$ cat src/rtl/bus_arb_pkg.sv
// Shared types and helpers for the 4-way round-robin bus arbiter.
// Holds the FSM encoding, the output bundle and the rotate/pick function.
package bus_arb_pkg;

  localparam int N_REQ = 4;

  typedef enum logic [1:0] {
    IDLE  = 2'd0,
    GRANT = 2'd1,
    GAP   = 2'd2
  } arb_state_t;

  typedef struct packed {
    logic [3:0] gnt;
    logic [1:0] id;
    logic       pre;
  } arb_out_t;

  // First set bit searching last+1, last+2, ... modulo 4.
  // Walk from farthest to nearest so the nearest hit wins.
  function automatic logic [1:0] rr_pick(
    input logic [3:0] req,
    input logic [1:0] last
  );
    logic [1:0] idx;
    logic [1:0] win;
    win = last;
    for (int i = 4; i >= 1; i--) begin
      idx = last + 2'(i);
      if (req[idx]) win = idx;
    end
    return win;
  endfunction

  function automatic logic [3:0] onehot4(
    input logic [1:0] i
  );
    return 4'b0001 << i;
  endfunction

endpackage

$ cat src/rtl/bus_rr_arbiter_rr_pick4.sv
// Combinational 4-way round-robin priority encoder.
// Search starts just after the last winner.
module rr_pick4
  import bus_arb_pkg::*;
(
  input  logic [3:0] req,
  input  logic [1:0] last,
  output logic [1:0] pick,
  output logic       any
);

  // Rotated priority search plus a "something to pick" flag.
  always_comb begin
    pick = rr_pick(req, last);
    any  = |req;
  end

endmodule

$ cat src/rtl/bus_rr_arbiter.sv
// Round-robin arbiter for one shared bus, 4 requesters.
// Tenure limit, 1-cycle turnaround gap, contention flag.
module bus_rr_arbiter #(
  parameter int N_REQ    = 4,
  parameter int MAX_HOLD = 8,
  parameter int HOLD_W   = 4
) (
  input  logic             clk,
  input  logic             rst_n,
  input  logic [N_REQ-1:0] req,
  output logic [N_REQ-1:0] gnt,
  output logic [1:0]       gnt_id,
  output logic             bus_busy,
  output logic             preempt,
  output logic             contention
);

  import bus_arb_pkg::*;

  localparam logic [HOLD_W-1:0] HOLD_MAX = HOLD_W'(MAX_HOLD);
  localparam logic [HOLD_W-1:0] HOLD_ONE = HOLD_W'(1);

  arb_state_t        state;
  arb_state_t        state_nx;
  arb_out_t          r;
  arb_out_t          r_nx;
  logic [1:0]        last;
  logic [1:0]        last_nx;
  logic [HOLD_W-1:0] cnt;
  logic [HOLD_W-1:0] cnt_nx;
  logic [1:0]        win;
  logic              any;
  logic [3:0]        others;
  logic              maj;

  rr_pick4 u_pick (
    .req  (req),
    .last (last),
    .pick (win),
    .any  (any)
  );

  // Requests from everyone except the current holder.
  always_comb begin
    others = req & ~r.gnt;
  end

  // At least 3 of 4 requests: 4-input majority term.
  always_comb begin
    maj = (req[0] & req[1] & req[2])
        | (req[0] & req[1] & req[3])
        | (req[0] & req[2] & req[3])
        | (req[1] & req[2] & req[3]);
  end

  // Next-state and next-output decision.
  always_comb begin
    state_nx = state;
    r_nx     = r;
    r_nx.pre = 1'b0;
    last_nx  = last;
    cnt_nx   = cnt;
    unique case (state)
      IDLE: begin
        if (any) begin
          r_nx.gnt = onehot4(win);
          r_nx.id  = win;
          last_nx  = win;
          cnt_nx   = HOLD_ONE;
          state_nx = GRANT;
        end
      end
      GRANT: begin
        if (!req[r.id]) begin
          r_nx.gnt = 4'b0000;
          state_nx = GAP;
        end else if (cnt == HOLD_MAX && |others) begin
          r_nx.gnt = 4'b0000;
          r_nx.pre = 1'b1;
          state_nx = GAP;
        end else if (cnt != HOLD_MAX) begin
          cnt_nx = cnt + HOLD_ONE;
        end
      end
      GAP: begin
        state_nx = IDLE;
      end
      default: begin
        r_nx.gnt = 4'b0000;
        state_nx = IDLE;
      end
    endcase
  end

  // FSM, pointer, tenure counter and registered outputs.
  always_ff @(posedge clk or negedge rst_n) begin
    if (!rst_n) begin
      state <= IDLE;
      r     <= '0;
      last  <= 2'd3;
      cnt   <= '0;
    end else begin
      state <= state_nx;
      r     <= r_nx;
      last  <= last_nx;
      cnt   <= cnt_nx;
    end
  end

  // Contention flag, independent of the FSM.
  always_ff @(posedge clk or negedge rst_n) begin
    if (!rst_n) begin
      contention <= 1'b0;
    end else begin
      contention <= maj;
    end
  end

  assign gnt      = r.gnt;
  assign gnt_id   = r.id;
  assign preempt  = r.pre;
  assign bus_busy = |r.gnt;

endmodule

$ cat config.mk
export PLATFORM = sky130hd
export DESIGN_NAME = bus_rr_arbiter
export DESIGN_NICKNAME = d
export VERILOG_FILES = /design/src/rtl/bus_arb_pkg.sv /design/src/rtl/bus_rr_arbiter_rr_pick4.sv /design/src/rtl/bus_rr_arbiter.sv
export SDC_FILE = /design/constraint.sdc
export NUM_CORES = 1
export LEC_CHECK = 0
export ABC_CLOCK_PERIOD_IN_PS = 1800
export CAP_MARGIN = 20
export CELL_PAD_IN_SITES_DETAIL_PLACEMENT = 1
export CELL_PAD_IN_SITES_GLOBAL_PLACEMENT = 1
export CORE_MARGIN = 8
export CORE_UTILIZATION = 40
export CTS_BUF_LIST = sky130_fd_sc_hd__clkbuf_2 sky130_fd_sc_hd__clkbuf_4 sky130_fd_sc_hd__clkbuf_8
export DETAILED_ROUTE_END_ITERATION = 8
export GPL_TIMING_DRIVEN = 0
export HOLD_SLACK_MARGIN = 0.02
export PLACE_DENSITY = 0.86
export SLEW_MARGIN = 10
export SYNTH_ARGS = -nofsm -noshare
export SYNTH_HDL_FRONTEND = slang
export SYNTH_SLANG_ARGS = --single-unit
$ cat constraint.sdc
create_clock -name clk -period 1.8 [get_ports clk]
set_clock_uncertainty 0.05 [all_clocks]
set_input_delay 0.36 -clock clk [delete_from_list [all_inputs] [get_ports clk]]
set_output_delay 0.36 -clock clk [all_outputs]
set_load 0.03 [all_outputs]
== Word level (Yosys, flattened, before mapping) ==
Cells that the tools add are included.

* Bits in registers: 16
* Input port bits: 6
* Output and inout port bits: 9

* Add/subtract/negate cells: 4
* Order comparisons: 4
* Equal/unequal tests: 9
* Shift operators: 1
* Mux-type cells: 27
* Bitwise gates (word level): 13
* Reductions and logical operators: 10

{| class="wikitable"
|+ Operators by type and width
! operator !! count
|-
| $mux W4 || 6
|-
| $lt A2 B3 Y1 const B || 4
|-
| $mux W2 || 6
|-
| $pmux W4 S3 || 1
|-
| $reduce_or A4 Y1 || 3
|-
| $bmux W1 S2 || 4
|-
| $ne A2 B2 Y1 const B || 4
|-
| $pmux W4 S2 || 1
|-
| $and A1 B1 Y1 || 7
|-
| $mux W1 || 7
|-
| $mux W6 || 1
|-
| $reduce_and A5 Y1 || 1
|-
| $add A2 B2 Y2 const B || 2
|-
| $add A4 B1 Y4 const B || 1
|-
| $and A4 B4 Y4 || 1
|-
| $eq A4 B4 Y1 const B || 1
|-
| $ne A4 B4 Y1 const B || 1
|-
| $not A4 Y4 || 1
|-
| $pmux W2 S2 || 1
|-
| $reduce_and A2 Y1 || 2
|-
| $shl A1 B2 Y4 const A || 1
|-
| $ne A3 B3 Y1 const B || 1
|-
| $or A1 B1 Y1 || 3
|-
| $reduce_and A3 Y1 || 1
|-
| 7 further kinds || 7
|}

== Logic depth before layout (Yosys ltp) ==
* Word-level depth: 9
* Depth in mapped cells: 6
* Depth with buffers taken out: 6

== By module ==
Synthesis repeated with hierarchy kept, for this count alone.

* Cell total of the unflattened synthesis: 96
* Area total of the unflattened synthesis: 910.9 sq um

{| class="wikitable"
|+ By module, submodules not included
! module !! times used !! cells each !! area each (sq um) !! seq. area each (sq um)
|-
| bus_rr_arbiter || 1 || 84 || 824.5 || 402.9
|-
| rr_pick4 || 1 || 12 || 86.3 || 0.0
|}

== Worst setup path before layout ==
Ideal clock, no wire load.

* Path kind: flip-flop to flip-flop
* From: reg r (netlist bit gnt_id[0])
* To: reg cnt[1]
* Library setup time: 127 ps
* Data arrival time: 1541 ps
* Required time: 1623 ps
* Path slack: 81 ps
* Stages on the path, launching flop included: 5
* Buffers on the path: 0
* Clock period less this slack: 1719 ps
* Cells stage by stage: dfrtp_1 -> or3b_1 -> o22ai_1 -> nand2_1 -> mux2_1

* Word-level cells in the longest chain between the ends: 4

{| class="wikitable"
|+ Ends and longest elaborated chain
! what !! RTL line !! RTL
|-
| start: declaration || bus_rr_arbiter.sv:25 || <nowiki>arb_out_t r;</nowiki>
|-
| start signal: assignment || bus_rr_arbiter.sv:104 || <nowiki>r <= r_nx;</nowiki>
|-
| $bmux W1 S2 || bus_rr_arbiter.sv:74 || <nowiki>if (!req[r.id]) begin</nowiki>
|-
| $mux W1 (not written as such) || bus_rr_arbiter.sv:74 ||
|-
| $ne A2 B2 Y1 (no source line) || - ||
|-
| $reduce_and A5 Y1 (no source line) || - ||
|-
| end signal: assignment || bus_rr_arbiter.sv:106 || <nowiki>cnt <= cnt_nx;</nowiki>
|-
| end: declaration || bus_rr_arbiter.sv:29 || <nowiki>logic [HOLD_W-1:0] cnt;</nowiki>
|}

Every way passes these cells. The select of a mux whose other input is x is not followed.
A chain may end at the register's enable or synchronous reset.

== Final worst setup path ==
* From: reg r (netlist bit gnt[0])
* To: out bus_busy

* Word-level cells in the longest chain between the ends: 1

{| class="wikitable"
|+ Ends and longest elaborated chain
! what !! RTL line !! RTL
|-
| $reduce_or A4 Y1 || bus_rr_arbiter.sv:122 || <nowiki>assign bus_busy = |r.gnt;</nowiki>
|-
| end: declaration || bus_rr_arbiter.sv:13 || <nowiki>output logic bus_busy,</nowiki>
|}

Every way passes these cells.

==> impl_metrics.tcl <==
set metrics [dict create \
    grt_pass1_vias 847 \
    row_count 17 \
    ys_seq_area_share_pct 45.5 \
    synthesis.nets 96 \
    via_per_inst 5.67 \
    syn-mean-instance-area_um2 10.1 \
    wire_per_inst_um 17.9 \
    fillCellCount 250 \
    area_growth_pct 27.4 \
    ys_ff_latch 16 \
    die_y_um 63.0 \
    violations "setup timing" \
    numCtsBuffers 3 \
    post-route-period-util_pct 101 \
    worst_pin_slew_ps 711 \
    crit_type "reg2out" \
    drt-total-wl_mm 2.41 \
    dieArea_um2 3970 \
    cp_max_fo 3 \
    rsz0062_at_grt "yes" \
    die_width_um 63.0 \
    required_ps 1390 \
    overflow 0 \
    dr.pass1.iters 4 \
    status "complete, but fails checks" \
    synth_area_um2 885 \
    min_path_type "in2reg" \
    vias 765 \
    fin_area_um2 1130 \
    grt_max_degree 17 \
    path_clk_slew_ps 100 \
    drv_cap 0 \
    finalHoldViolations 0 \
    place.gp.congestion 0.777 \
    p_leak_nw 0.515 \
    synth_cells 88 \
    track_usage_pct 13.3 \
    ctsHoldBuffers 0 \
    async_reset_ff_share_pct 100 \
    fmax_mhz 550 \
    drt_iter0_markers 24 \
    fin_nets 116 \
    grt_antenna_before_repair 0 \
    cts_root_buffer "clkbuf_4" \
    final_cells 135 \
    p_per_area_nw_per_um2 1680 \
    grt_pass1_wl_mm 4.17 \
    dp.cells 127 \
    cts_tree "yes" \
    min_period_ps 1820 \
    final_util_pct 52.5 \
    coreArea_um2 2150 \
    synth_ff_type "dfrtp_1" \
    max_slew_margin_pct 52.5 \
    dp_slack_ps -446 \
    cts.path.max_buffers 2 \
    num_antenna_cells 0 \
    arrival_ps 1410 \
    dpl_cell_area_um2 1030 \
    hpwl_mm 1.72 \
    initial_core_util_pct 41.2 \
    setup_violations 1 \
    drv_slew 0 \
    cp-end-kind "output pin" \
    synth_edf_count 0 \
    ant_nets 0 \
    power_mw 1.89 \
    yosys_warnings 0 \
    post-route-drc-count 0 \
    port_buffers 11 \
    ys_types 36 \
    cts.sinks 16 \
    worstSkewPairLatency_ps 300 \
    io_pins 15 \
    ir_drop_mv 0.841 \
    worst_setup_path_start_kind "flop" \
    layout-drive-gt1-share_pct 17.8 \
    worst_slack_ps -18.5 \
    cts_max_level 1 \
]
cells by family after synthesis:
group | count (synthesis) | synth area share (%)
compound gates | 23 | 18.8
mux | 5 | 7.21
fa+ha+maj | 3 | 3.96
buf+inv | 6 | 2.69
simple gates | 35 | 21.8
flops | 16 | 45.5
metal layers:
metal	GRT usage (%)	up-vias	part of all wire, %
li1	-	359	-
met1	15.3	390	44
met2	22.4	12	51
met3	2.51	4	3.0
met4	7.12	0	1.7
met5	0	-	0
Yosys cell counts (2+ instances only):
library cell	number	area, µm²
o21a_1	2	15.0
ha_1	2	25.0
nor2_1	8	30.0
nand2b_1	6	37.5
o21ai_0	4	20.0
nand2_1	3	11.3
o2bb2ai_1	3	26.3
nor2b_1	4	25.0
inv_1	2	7.51
a32o_1	2	20.0
clkbuf_1	3	11.3
nand3_1	5	25.0
dfrtp_1	14	350
a21oi_1	4	20.0
nand3b_1	2	15.0
mux2i_1	3	30.0
dfstp_2	2	52.6
sequential cells by signal (all words and copies together) (netlist names):
| register | flops |
|---|---|
| state | 2 |
| preempt | 1 |
| last | 2 |
| cnt | 4 |
| contention | 1 |
| gnt | 4 |
| gnt_id | 2 |
power by group:
part | switching, mW | total, mW | internal (mW)
Combinational | 0.533 | 0.963 | 0.430
Sequential | 0.169 | 0.678 | 0.509
Clock | 0.129 | 0.253 | 0.124
per-stage QoR:
stage | hold WS [ps] | setup TNS, ps
6_report | 402 | -18.5
5_1_grt | 442 | -61.0
4_1_cts | 431 | -26.0
3_5_place_dp | 469 | -4340
3_3_place_gp | 436 | -4030
2_1_floorplan | 14.4 | 0
layout by cell type, fill, tap and decap left out, types with 3 or more instances in the layout:
| cell type | netlist | layout |
|---|---|---|
| nor2_1 | 8 | 8 |
| clkbuf_1 | 3 | 3 |
| nor2b_1 | 4 | 4 |
| clkdlybuf4s50_1 | 0 | 3 |
| o2bb2ai_1 | 3 | 3 |
| mux2i_1 | 3 | 3 |
| buf_4 | 0 | 4 |
| dfrtp_1 | 14 | 13 |
| o21ai_0 | 4 | 4 |
| a21oi_1 | 4 | 4 |
| nand2b_1 | 6 | 6 |
| clkbuf_4 | 0 | 3 |
| nand3_1 | 5 | 5 |
| nand2_1 | 3 | 3 |
| dlygate4sd2_1 | 0 | 5 |
final timing paths:
check                           startpoint          to  slack (ps)  cells past startpoint
min in group asynchronous            rst_n  contention         420                      1
worst max register to register      cnt[0]      gnt[3]          70                      6
max in group asynchronous            rst_n    state[0]         780                      1
worst max-delay path                gnt[0]    bus_busy         -20                      2
worst min-delay path                req[2]  contention         400                      3
worst min register to register      cnt[2]      cnt[2]         480                      1
what timing repair did:
| item | in CTS | in global routing |
|---|---|---|
| pin swaps | 1 | 1 |
| endpoints found under the setup margin | 15 | 8 |
| gates resized for setup | 17 | 3 |
| setup buffers | 0 | 4 |
layout make-up:
class / count / area (µm²) / share of cell area [%]
multi-input cells: 66 / 488 / 43.3
flip-flops and latches: 16 / 404 / 35.8
repair buffers: 15 / 140 / 12.4
clock buffers: 4 / 36.3 / 3.22
well taps: 28 / 35.0 / 3.11
plain buffers: 4 / 16.3 / 1.44
inverters: 2 / 7.51 / 0.666
critical path, stage by stage, from the launching register on:
cell     delay, ps
dfrtp_1        410
or4_4          540
buf_6          150
Note: power is estimated with default switching activity, not from simulation.
